--- config.mk ---
export PLATFORM = sky130hd
export DESIGN_NAME = down_count_timer
export DESIGN_NICKNAME = d
export VERILOG_FILES = /design/src/rtl/dct_pkg.sv /design/src/rtl/down_count_reg.sv /design/src/rtl/down_count_timer.sv
export SDC_FILE = /design/constraint.sdc
export NUM_CORES = 1
export LEC_CHECK = 0
export ABC_AREA = 1
export CAP_MARGIN = 20
export CELL_PAD_IN_SITES_DETAIL_PLACEMENT = 1
export CELL_PAD_IN_SITES_GLOBAL_PLACEMENT = 1
export CORE_MARGIN = 3
export CORE_UTILIZATION = 33
export DETAILED_ROUTE_END_ITERATION = 7
export PLACE_DENSITY_LB_ADDON = 0.1
export SYNTH_ARGS = -nofsm -noshare
export SYNTH_HDL_FRONTEND = slang
export SYNTH_SLANG_ARGS = --single-unit
--- constraint.sdc ---
create_clock -name clock -period 2.1 [get_ports clock]
set_input_delay 0.315 -clock clock [delete_from_list [all_inputs] [get_ports clock]]
set_output_delay 0.315 -clock clock [all_outputs]
set_load 0.05 [all_outputs]
--- src/rtl/dct_pkg.sv ---
// dct_pkg: shared state encoding and count comparison helper for the down-count timer
package dct_pkg;
  localparam int CMP_W = 32;
  localparam logic ST_IDLE = 1'b0;
  localparam logic ST_RUN = 1'b1;
  typedef enum logic {IDLE = ST_IDLE, RUN = ST_RUN} state_e;
  function automatic logic cnt_eq(input logic [CMP_W-1:0] v, input logic [CMP_W-1:0] k);
    return v == k;
  endfunction
endpackage

--- src/rtl/down_count_reg.sv ---
// down_count_reg: WIDTH-bit count register with synchronous clear, load and decrement
module down_count_reg
  import dct_pkg::*;
#(
  parameter int WIDTH = 4
) (
  input  logic             clock,
  input  logic             clear,
  input  logic             load_en,
  input  logic [WIDTH-1:0] load_value,
  input  logic             dec_en,
  output logic [WIDTH-1:0] q,
  output logic             is_one
);
  logic [WIDTH-1:0] q_q, q_d;
  always_comb q_d = load_en ? load_value : dec_en ? q_q - 1'b1 : q_q;
  always_ff @(posedge clock) q_q <= clear ? '0 : q_d;
  assign q = q_q;
  assign is_one = cnt_eq(CMP_W'(q_q), CMP_W'(1));
endmodule

--- src/rtl/down_count_timer.sv ---
// down_count_timer: loadable down counter with pause, abort, auto-reload and done pulse
module down_count_timer
  import dct_pkg::*;
#(
  parameter int WIDTH = 4
) (
  input  logic             clock,
  input  logic             clear,
  input  logic             load_en,
  input  logic [WIDTH-1:0] load_value,
  input  logic             start,
  input  logic             pause,
  input  logic             stop,
  input  logic             auto_reload,
  output logic [WIDTH-1:0] q,
  output logic             busy,
  output logic             done
);
  state_e state_q, state_d;
  logic [WIDTH-1:0] reload_q, reload_d, ld_val;
  logic done_q, done_d, ld_en, dec_en, is_one, q_zero;
  down_count_reg #(.WIDTH(WIDTH)) u_cnt (
    .clock(clock), .clear(clear), .load_en(ld_en), .load_value(ld_val),
    .dec_en(dec_en), .q(q), .is_one(is_one)
  );
  assign q_zero = cnt_eq(CMP_W'(q), CMP_W'(0));
  // RUN only ever holds q==0 during the reload step after an auto-reload expiry
  always_comb begin
    state_d = state_q;
    reload_d = reload_q;
    done_d = 1'b0;
    ld_en = 1'b0;
    ld_val = load_value;
    dec_en = 1'b0;
    if (stop) begin
      state_d = IDLE;
    end else if (state_q == IDLE) begin
      if (load_en) begin
        reload_d = load_value;
        ld_en = 1'b1;
        state_d = (start && load_value != '0) ? RUN : IDLE;
        done_d = start && load_value == '0;
      end else if (start) begin
        state_d = q_zero ? IDLE : RUN;
        done_d = q_zero;
      end
    end else if (!pause) begin
      if (q_zero) begin
        ld_en = 1'b1;
        ld_val = reload_q;
      end else begin
        dec_en = 1'b1;
        done_d = is_one;
        state_d = (is_one && !(auto_reload && reload_q != '0)) ? IDLE : RUN;
      end
    end
  end
  always_ff @(posedge clock) begin
    if (clear) begin
      state_q <= IDLE;
      reload_q <= '0;
      done_q <= 1'b0;
    end else begin
      state_q <= state_d;
      reload_q <= reload_d;
      done_q <= done_d;
    end
  end
  assign busy = state_q == RUN;
  assign done = done_q;
endmodule

==> results.tsv <==
metric	value	unit
antennaDiodeCount	0	
start_util	0.359	
seq_area_frac_synth	0.313	
cts_setup_buffers	0	
detail-route-antenna-nets	0	
cp-end-kind	primary output	
multiInputGateArea	388	µm²
slew_violations	0	
first_global_vias	675	
die_w	50.1	µm
crit_type	register to primary output	
drv_cap	0	
p_leak	0.000399	µW
clk_path_buf_depth	2	
via_count	700	
viasPerCell	4.79	
port_buffers	16	
pwr_density_cell	604	nW/µm²
dieHeight	50.1	µm
final_hold_viol_count	0	
place_area	832	µm²
fin_crit_sh	0.931	
fin_area	855	µm²
yosysWarnings	0	
dieArea	2510	µm²
critical_path.max_stage_delay	0.87	ns
cts_max_level	1	
crit_arrival	1.64	ns
io_pins	17	
path_cells	clkdlybuf4s50_1	
postCtsHoldBufs	0	
num-fill-cells	250	
cts_tree	yes	
final_nets	136	
ir_drop	0.334	mV
clkLatencyLatePin	0.27	ns
grtUsageTotal	0.153	
yosys.area.top_type	dfxtp_1	
synth-edff-count	0	
dp_cells	143	
tightest_slew	0.501	ns
root_buffer	clkbuf_4	
stdcell_count	146	
mappedNetlistArea	641	µm²
start_kind	register	
fmax	512	MHz
synth.top_cells.by_area	dfxtp_1, nand2_1, nor2_1	
globalplace.congestion	0.761	
clkSinkCount	10	
met3_usage	0.0423	
regArea	200	µm²
crit_family	buffers and inverters	
fin_hold_ws	0.490	ns
rsz0062_at_grt	false	
ys.flop_type	dfxtp_1	
drt_iter0_drc	12	
synth_most_common_cell	nand2_1	
synth_common_cells	nand2_1, nor2_1, inv_1	
grt_pass1_wl	2770	µm
coreArea	1780	µm²
clk_pin_slew	0.07	ns
critPathRequiredTime	1.78	ns
rows	15	
finClkSkew	0.00936	ns
grt_use_met2	0.248	
area_growth	33.4	%
async_flop_share	0	
grtUsageMet1	0.170	
fin_crit	1.95	ns
timing.final.ws_setup	0.146	ns
dr.pass1.iters	2	
grt_start_max_net_pins	11	
antenna_found_initial	0	
ys_types	18	
setup_viol_count_final	0	
drive_gt1_frac	0.0992	
tns	0	ns
busiest_layer	met2	
grt-ovfl-total	0	
hpwl	1440	µm
wl_per_cell	11.8	µm
hold_path.class	register to register	
syn-num-nets	115	
critPathSlowestCell	clkdlybuf4s50_1	
postRouteWirelength	1720	µm
cts-buffers-inserted	3	
dp_slack	0.412	ns
synth.top_cell.area_share	0.313	
crit_fanout	7	
outcome	complete, no violations	
timing.reg2reg.setup_slack	0.66	ns
worst-path-buf-inv	1	
cts_resized	0	
drc	0	
synth_cells	102	
maxSlewHeadroom	0.665	
ys_ff_latch	10	
syn_area_per_cell	6.28	µm²
logic make-up (layout without fill, tap and decap cells):
kind of cell / count (synthesis) / count (layout) / share of synthesized area
AND/OR/NAND/NOR: 64 / 64 / 0.463
AO/OA/AOI/OAI: 11 / 11 / 0.0898
buffers and inverters: 14 / 33 / 0.0820
XOR/XNOR: 1 / 1 / 0.0137
adder cells (fa/ha/maj): 2 / 2 / 0.0391
flip-flops: 10 / 10 / 0.312
worst register-to-register path, cell delays in order (launching register included):
cell     delay (ns)
dfxtp_1        0.33
inv_1          0.13
ha_1           0.25
nand2_1        0.07
nor2_1         0.14
nand2_1        0.13
nand3_1        0.10
nand2_1        0.06
nor2_1         0.08
nor2_1         0.04
metrics by stage:
stage               total power, µW  utilization
global placement                386        0.467
global route                    548        0.479
detailed placement              388        0.467
floorplan                       327            -
finish                          517        0.479
CTS                             526        0.479
power breakdown:
group / switching, µW / total (µW) / internal [µW] / leakage, µW
clock: 67.9 / 134 / 66.3 / 0.0000138
sequential: 13.0 / 215 / 202 / 0.0000820
combinational: 101 / 167 / 66.3 / 0.000304
total: 182 / 517 / 335 / 0.000399
cell type report:
type                    count  share of cell area
multi-input cells          78               0.454
flip-flops and latches     10               0.234
repair buffers             16               0.187
inverters                  14              0.0615
well taps                  25              0.0366
clock buffers               3              0.0264
layout by cell type (no fill, tap or decap):
cell / Yosys / routed
nand2_1: 29 / 29
nor2_1: 18 / 18
clkdlybuf4s50_1: 0 / 16
inv_1: 12 / 12
dfxtp_1: 10 / 10
nand3_1: 8 / 8
a21oi_1: 5 / 5
o21ai_0: 4 / 4
clkbuf_4: 0 / 3
nor2_4: 2 / 2
nand2_4: 2 / 2
inv_2: 2 / 2
nand4_1: 2 / 2
ha_1: 2 / 2
nand3_2: 1 / 1
xor2_1: 1 / 1
o21ai_1: 1 / 1
a21boi_0: 1 / 1
nand2_2: 1 / 1
nor2_2: 1 / 1
per-layer routing:
metal	wire length, µm	part of all wire	vias up
li1	-	-	361
met2	820	0.48	12
met5	0	0	-
met4	55	0.032	0
met1	777	0.45	322
met3	63	0.037	5
state kept, by name, indices dropped and copies added, names as in the netlist:
name      cells
busy          1
done          1
reload_q      4
u_cnt.q       4
path summary, 6_finish.rpt:
check                                  from           to  cells after the start
worst min register to register  reload_q[1]  reload_q[1]                      2
worst min-delay path            reload_q[1]  reload_q[1]                      2
worst max register to register   u_cnt.q[0]   u_cnt.q[0]                      9
worst max-delay path                   busy         busy                      1
No activity file was read; power rests on OpenSTA's default activity.
